--- src/rtl/ntt_butterfly_pe.sv ---
// Pipelined NTT butterfly: Cooley-Tukey (mode 0) or Gentleman-Sande (mode 1), latency MUL_STAGES+2.
// Optional macro PE_INV_HALVE_EN scales both mode-1 outputs by 2^-1 mod q.
module ntt_butterfly_pe #(
  parameter int DATA_W     = 16,
  parameter int MUL_STAGES = 3
) (
  input  logic              clk,
  input  logic              reset_n,
  input  logic [DATA_W-1:0] q,
  input  logic              valid_i,
  input  logic              mode_i,
  input  logic [DATA_W-1:0] data_top_i,
  input  logic [DATA_W-1:0] data_bot_i,
  input  logic [DATA_W-1:0] twiddle_i,
  input  logic              stall_i,
  output logic [DATA_W-1:0] ntt_top_o,
  output logic [DATA_W-1:0] ntt_bot_o,
  output logic              valid_o,
  output logic              busy_o,
  output logic              err_o
);

  localparam int PW = 2 * DATA_W;

  // Handshake: a beat is accepted on a rising edge with valid_i=1 and stall_i=0;
  // valid_o marks a new result and every register (valid bits included) holds while stall_i=1.
  logic adv;
  assign adv = ~stall_i;

  function automatic logic [DATA_W-1:0] mod_add(input logic [DATA_W-1:0] a, b, m);
    logic [DATA_W:0] s;
    s = {1'b0, a} + {1'b0, b};
    if (s >= {1'b0, m}) s = s - {1'b0, m};
    return s[DATA_W-1:0];
  endfunction

  function automatic logic [DATA_W-1:0] mod_sub(input logic [DATA_W-1:0] a, b, m);
    logic [DATA_W:0] d;
    d = {1'b0, a} - {1'b0, b};
    if (a < b) d = d + {1'b0, m};
    return d[DATA_W-1:0];
  endfunction

  function automatic logic [DATA_W-1:0] mod_half(input logic [DATA_W-1:0] x, m);
    logic [DATA_W:0] s;
    s = x[0] ? ({1'b0, x} + {1'b0, m}) : {1'b0, x};
    return s[DATA_W:1];
  endfunction

  logic              s0_vld_q, s0_mode_q;
  logic [DATA_W-1:0] s0_top_q, s0_bot_q, s0_tw_q;
  logic [PW-1:0]     mp0_q;
  logic [DATA_W-1:0] ms_q [MUL_STAGES];
  logic              mv_q [MUL_STAGES];
  logic              mm_q [MUL_STAGES];
  logic              out_vld_q, err_q;
  logic [DATA_W-1:0] top_q, bot_q, top_d, bot_d;
  logic [DATA_W-1:0] mul_a, side_d, red, mul_r;
  logic [PW-1:0]     prod;

  // Mode 1 subtracts before the multiplier; its sum rides alongside in ms_q to keep both modes at equal latency.
  always_comb begin
    mul_a  = s0_mode_q ? mod_sub(s0_top_q, s0_bot_q, q) : s0_bot_q;
    side_d = s0_mode_q ? mod_add(s0_top_q, s0_bot_q, q) : s0_top_q;
    prod   = PW'(mul_a) * PW'(s0_tw_q);
  end

  assign red = DATA_W'(mp0_q % PW'(q));

  generate
    if (MUL_STAGES == 1) begin : g_no_dly
      assign mul_r = red;
    end else begin : g_dly
      logic [DATA_W-1:0] mr_q [MUL_STAGES-1];
      always_ff @(posedge clk or negedge reset_n) begin
        if (!reset_n) begin
          for (int i = 0; i < MUL_STAGES-1; i++) mr_q[i] <= '0;
        end else if (adv) begin
          mr_q[0] <= red;
          for (int i = 1; i < MUL_STAGES-1; i++) mr_q[i] <= mr_q[i-1];
        end
      end
      assign mul_r = mr_q[MUL_STAGES-2];
    end
  endgenerate

  always_comb begin
    top_d = mod_add(ms_q[MUL_STAGES-1], mul_r, q);
    bot_d = mod_sub(ms_q[MUL_STAGES-1], mul_r, q);
    if (mm_q[MUL_STAGES-1]) begin
`ifdef PE_INV_HALVE_EN
      top_d = mod_half(ms_q[MUL_STAGES-1], q);
      bot_d = mod_half(mul_r, q);
`else
      top_d = ms_q[MUL_STAGES-1];
      bot_d = mul_r;
`endif
    end
  end

  always_ff @(posedge clk or negedge reset_n) begin
    if (!reset_n) begin
      s0_vld_q  <= 1'b0;
      s0_mode_q <= 1'b0;
      s0_top_q  <= '0;
      s0_bot_q  <= '0;
      s0_tw_q   <= '0;
      mp0_q     <= '0;
      for (int i = 0; i < MUL_STAGES; i++) begin
        ms_q[i] <= '0;
        mv_q[i] <= 1'b0;
        mm_q[i] <= 1'b0;
      end
      out_vld_q <= 1'b0;
      top_q     <= '0;
      bot_q     <= '0;
      err_q     <= 1'b0;
    end else if (adv) begin
      s0_vld_q  <= valid_i;
      s0_mode_q <= mode_i;
      s0_top_q  <= data_top_i;
      s0_bot_q  <= data_bot_i;
      s0_tw_q   <= twiddle_i;
      mp0_q     <= prod;
      ms_q[0]   <= side_d;
      mv_q[0]   <= s0_vld_q;
      mm_q[0]   <= s0_mode_q;
      for (int i = 1; i < MUL_STAGES; i++) begin
        ms_q[i] <= ms_q[i-1];
        mv_q[i] <= mv_q[i-1];
        mm_q[i] <= mm_q[i-1];
      end
      out_vld_q <= mv_q[MUL_STAGES-1];
      if (mv_q[MUL_STAGES-1]) begin
        top_q <= top_d;
        bot_q <= bot_d;
      end
      if (valid_i && (data_top_i >= q || data_bot_i >= q || twiddle_i >= q)) err_q <= 1'b1;
    end
  end

  logic busy_any;
  always_comb begin
    busy_any = s0_vld_q | out_vld_q;
    for (int i = 0; i < MUL_STAGES; i++) busy_any = busy_any | mv_q[i];
  end

  assign ntt_top_o = top_q;
  assign ntt_bot_o = bot_q;
  assign valid_o   = out_vld_q;
  assign busy_o    = busy_any;
  assign err_o     = err_q;

endmodule

--- config.mk ---
export PLATFORM = sky130hd
export DESIGN_NAME = ntt_butterfly_pe
export DESIGN_NICKNAME = d
export VERILOG_FILES = /design/src/rtl/ntt_butterfly_pe.sv
export SDC_FILE = /design/constraint.sdc
export NUM_CORES = 2
export LEC_CHECK = 0
export ABC_AREA = 1
export BUFFER_PORTS_ARGS = -buffer_cell sky130_fd_sc_hd__buf_2
export CAP_MARGIN = 20
export CORE_MARGIN = 2
export CORE_UTILIZATION = 30
export CTS_CLUSTER_DIAMETER = 120
export DETAILED_ROUTE_END_ITERATION = 12
export GPL_TIMING_DRIVEN = 0
export PLACE_DENSITY = 0.45
export SYNTH_ARGS = -nofsm -noshare
export SYNTH_HDL_FRONTEND = slang
export SYNTH_SLANG_ARGS = --single-unit
--- constraint.sdc ---
create_clock -name clk -period 223.4 [get_ports clk]
set_input_delay 22.34 -clock clk [delete_from_list [all_inputs] [get_ports clk]]
set_output_delay 22.34 -clock clk [all_outputs]
set_load 0.005 [all_outputs]
; ---- Yosys cells after proc, flatten, opt, wreduce, memory -nomap -nowiden
; Index checks and enable logic that the tools add are counted.
[word_totals]
ff_bits = 202
inputBits = 69
[classes]
addsub = 8
multipliers = 1
div = 1
order_cmp = 7
mux = 8
bitwise_logic = 5
reduce_logical = 5
[ops]
columns = operator, n
row1 = $mux W16, 8
row2 = $sub A16 B16 Y16, 4
row3 = $ge A16 B16 Y1, 3
row4 = $add A16 B16 Y17, 2
row5 = $ge A17 B16 Y1, 2
row6 = $add A16 B16 Y16, 2
row7 = $lt A16 B16 Y1, 2
row8 = $mod A32 B16 Y32, 1
row9 = $mul A16 B16 Y32, 1
row10 = $or A1 B1 Y1, 4
row11 = $reduce_and A2 Y1, 2
row12 = $logic_or A1 B1 Y1, 2
row13 = $logic_and A1 B1 Y1, 1
row14 = $not A1 Y1, 1

; ---- Depth between registers and ports, before layout
[logic_depth]
word_depth = 5
ltp_mapped = 694
mapped_depth_nobuf = 654

; ---- Worst setup path before layout
; No wires, ideal clock.
[synth_path]
path_type = input-to-reg
startpoint = in q[0]
endpoint = reg g_dly.mr_q[25] (netlist bit)
arrival_ps = 107739
required_ps = 223283
setup_slack_ps = 115544
path_stages = 661
path_buffers = 44
cell_sequence = inv_1 -> ha_1 -> o21ai_0 -> nor3_1 -> nand2_1 -> nand2_1 -> nand2_1 -> nand2_1 -> ha_1 -> nand2_1 -> nor3_1 -> nand3_1 -> nand2_1 -> nand2_1 -> nand2_1 -> inv_1 -> ha_1 -> inv_1 -> (+625 left out) -> ha_1 -> a21oi_1 -> o21bai_1 -> a21oi_1 -> nor3_1 -> a2111oi_0 -> o31ai_1 -> a41oi_1 -> o21ai_0 -> a21oi_1 -> nand2_1 -> nor2_1 -> nand2_2 -> nor2_4 -> buf_4 -> nand3_1 -> nand3_1 -> nand2_1
[synth_via]
elab_chain_len = 1
[synth_lines]
columns = element, line
row1 = from (decl), 9  ; input logic [DATA_W-1:0] q,
row2 = $mod A32 B16 Y32, 68  ; assign red = DATA_W'(mp0_q % PW'(q));
row3 = to (decl), 74  ; logic [DATA_W-1:0] mr_q [MUL_STAGES-1];
; No other way between the ends.
; A chain may end at the register's enable or synchronous reset.

; ---- Final worst setup path
[layout_path]
startpoint = in q[13]
endpoint = reg g_dly.mr_q[31] (netlist bit)
; The elaborated chain is that of the path after synthesis.

==> tab_implementation.tex <==
\begin{tabular}{lr}
\hline
Metric & Value \\
\hline
\multicolumn{2}{l}{\textbf{Status}} \\
Result of the run & finished clean \\
\multicolumn{2}{l}{\textbf{Worst setup path}} \\
Worst path bufs/invs & 175 \\
Most used cell along the critical path & nand2\_1 \\
Data arrival time of the worst path & 127.31 ns \\
Cell family with the largest share of critical-path delay & compound AO/OA/AOI/OAI gates \\
Master of the slowest instance on the critical path & inv\_2 \\
Category of the worst setup path capture point & flop \\
Number of gates on the worst path with buffers counted & 664 \\
Crit Path Category & in -> reg \\
Data required, critical path & 223.89 ns \\
Stage delay of the slowest cell on the critical path & 0.79 ns \\
Worst-case reg-to-reg path depth & 662 \\
Maximum fanout count along the critical path & 28 \\
Kind of launch point of the worst setup path & primary input \\
\multicolumn{2}{l}{\textbf{Clocking}} \\
Clock tree from TritonCTS & done \\
Hold\_buf cts & 0 \\
Clock-pin slew of the registers on the worst-case setup and hold paths & 0.06 ns \\
Quantity of gates resized following cts & 0 \\
Root buffer cell & clkbuf\_16 \\
Number of levels the H-tree was split into & 1 \\
Post-CTS Setup Bufs & 0 \\
Number of CTS-inserted buffers & 29 \\
CTS sink cnt & 202 \\
Longest Clk Path Bufs & 3 \\
Clock latency at the later pin of the worst-skew pair & 0.63 ns \\
\multicolumn{2}{l}{\textbf{Synth}} \\
Most instantiated library cell after synthesis & nand2\_1 \\
Synth Cell Area & 0.0452 mm² \\
Synth unique cells & 70 \\
Average cell area after synthesis & 6.66 µm² \\
Post-synthesis cell count & 6794 \\
Cells taking the most area after synthesis & ha\_1 (19\%), nand2\_1 (14\%), dfrtp\_1 (11\%), fa\_1 (9.0\%), inv\_1 (8.4\%) \\
Most area-hungry cell type in the Yosys netlist & ha\_1 \\
Post-synthesis async set-or-reset flop share & 100\% \\
Post-synth net total & 7737 \\
Ys flop type & dfrtp\_1 \\
Synthesis Warnings & 0 \\
Proportion of netlist area held by the largest area contributor & 18.6\% \\
Number of enable-type register cells in the synthesized netlist & 0 \\
Sequential fraction of the synthesis area & 11.2\% \\
Register bit count reported by yosys & 202 \\
Commonest cells in the synthesized netlist & nand2\_1 (1657), inv\_1 (1011), ha\_1 (671) \\
\multicolumn{2}{l}{\textbf{Cells and area}} \\
Count of placed standard cells in the final layout, fillers left out & 8984 \\
Area growth from synthesis to layout & 9.74\% \\
\# nets final & 7888 \\
Fin util & 33.2\% \\
Ratio of cells with drive above 1 in the final layout & 6.85\% \\
Number of antenna repair diodes & 0 \\
\multicolumn{2}{l}{\textbf{Run}} \\
Number of violations of the max-capacitance limit & 0 \\
\multicolumn{2}{l}{\textbf{Drt}} \\
Number of detailed-routing iterations run before antenna repair & 7 \\
Antenna Nets Post-Route & 0 \\
Vias per cell & 4.81 \\
DRC marker count from the first detailed-route iteration & 2472 \\
Number of remaining DRC errors & 0 \\
Routed wire length & 150 mm \\
Number of vias in the routed layout & 43200 \\
Wire per inst & 16.7 µm \\
\multicolumn{2}{l}{\textbf{STA}} \\
Final Hold Viols & 0 \\
Setup repair after global routing missed its margin & no \\
Clock period minus worst slack & 126.82 ns \\
Fin Setup TNS & 0 ns \\
Max Clock Freq & 7.89 MHz \\
Pin slew with the least headroom to its limit & 1.09 ns \\
Final Setup Violations & 0 \\
Share of the cycle needed by the critical path after routing & 56.8\% \\
Max-slew headroom at the worst pin & 27.5\% \\
Number of max-slew violations in the final report & 0 \\
Worst Clk Skew & 0.0325 ns \\
\multicolumn{2}{l}{\textbf{Place}} \\
Gpl congestion & 0.901 \\
Number of placed instances, taps included & 8930 \\
IO buf count & 103 \\
Detail Placement HPWL & 125 mm \\
\multicolumn{2}{l}{\textbf{Floorplanning}} \\
Total number of placement rows & 142 \\
Initial Util & 30.2\% \\
Core area & 0.150 mm² \\
Die Outline Area & 0.154 mm² \\
Die X & 392 µm \\
Vertical die dimension & 392 µm \\
Number of I/O pins & 104 \\
\multicolumn{2}{l}{\textbf{Global route}} \\
Maximum number of pins on one net before global-route repair & 103 \\
Global routing usage summed across all routing layers & 19.3\% \\
Initial antenna violation count & 4 \\
Overflow left after global routing & 0 \\
Number of global-route vias before repair & 41700 \\
Wire length of the first global-routing pass & 236 mm \\
\multicolumn{2}{l}{\textbf{Hold path}} \\
Class of the worst hold path & reg -> reg \\
Worst hold path depth & 2 \\
\hline
\end{tabular}
[through the flow]
step,instance area (µm²),hold WS (ns),setup WS [ns]
floorplan,45200,0.442,115.54
global placement,48300,0.456,95.50
detailed placement,48600,0.452,95.91
CTS,49700,0.472,96.14
global route,49700,0.492,82.23
finish,49700,0.471,96.58
[state kept, by name (all words and copies together), names as in the netlist]
signal      flops
err_o           1
g_dly.mr_q     16
mm_q            3
mp0_q          32
ms_q           48
mul_r          16
mv_q            3
ntt_bot_o      16
ntt_top_o      16
s0_bot_q       16
s0_mode_q       1
s0_top_q       16
s0_tw_q        16
s0_vld_q        1
valid_o         1
[cells in the final DEF (no fill, tap or decap), types with 10 or more instances in the layout]
master     count
o31ai_1       27
nand2_2       44
nand3b_1      17
nor2_2        23
o21ai_1       42
fa_1         203
o211ai_1      25
a22oi_1       11
inv_1        998
nor2_1       382
nand3_1      352
o21bai_1      76
clkbuf_16     29
nand2_1     1657
buf_12        13
buf_2        116
nand2_4       10
buf_4         11
nand3_2       23
nor3_1        36
clkbuf_1     152
nor2_4        20
and2_1        18
xor2_1       302
o21a_1        16
dfrtp_1      202
nand4_1       76
a21oi_2       13
ha_1         671
inv_2         65
a21o_1        33
or2_2         43
xnor2_1      119
a21oi_1      473
o21ai_0      511
[tightest hold or removal path, delay by kind of cell (launching register included)]
family | cells | cell delay (ns)
flops | 1 | 0.34
simple gates | 2 | 0.09
[layout make-up]
class                           count  area, µm²
Sequential cell                   202       5050
Clock inverter                     13        148
Tap cell                         2016       2520
Timing Repair Buffer              120        876
Buffer                            189        837
Fill cell                       16500     100000
Inverter                         1076       4050
Clock buffer                       41        861
Multi-Input combinational cell   5327      35300
[layer usage]
metal	global-route usage [%]	vias up	wire length [µm]
met1	27.7	20200	74800
met3	1.69	114	5340
met5	0	-	0
met4	3.31	0	2700
li1	-	22400	-
met2	31.6	606	67000
[path summary, 6_finish.rpt]
check                                      from                         end  slack, ns
setup / recovery                          q[13]  g_dly.mr_q[31]$_DFFE_PN0N_      96.58
hold / removal             ms_q[19]$_DFFE_PN0N_         ms_q[3]$_DFFE_PN0N_       0.47
setup reg to reg           mp0_q[6]$_DFFE_PN0N_  g_dly.mr_q[31]$_DFFE_PN0N_     118.93
hold reg to reg            ms_q[19]$_DFFE_PN0N_         ms_q[3]$_DFFE_PN0N_       0.47
max in group asynchronous               reset_n      s0_tw_q[7]$_DFFE_PN0N_     200.52
min in group asynchronous               reset_n    ntt_top_o[0]$_DFFE_PN0P_      21.72
[kinds of logic after synthesis]
logic type | after synthesis | share of synthesized area [%]
AOI/OAI and AO/OA | 1293 | 15.9
xor gates and xnor gates | 421 | 8.15
adders and majority gates | 874 | 27.5
buffers and inverters | 1265 | 10.8
DFF | 202 | 11.2
and+or+nand+nor | 2739 | 26.5
Power is left out: the tool's default activity adds up to more than one toggle a clock period on the data nets, which glitch-free logic cannot reach.
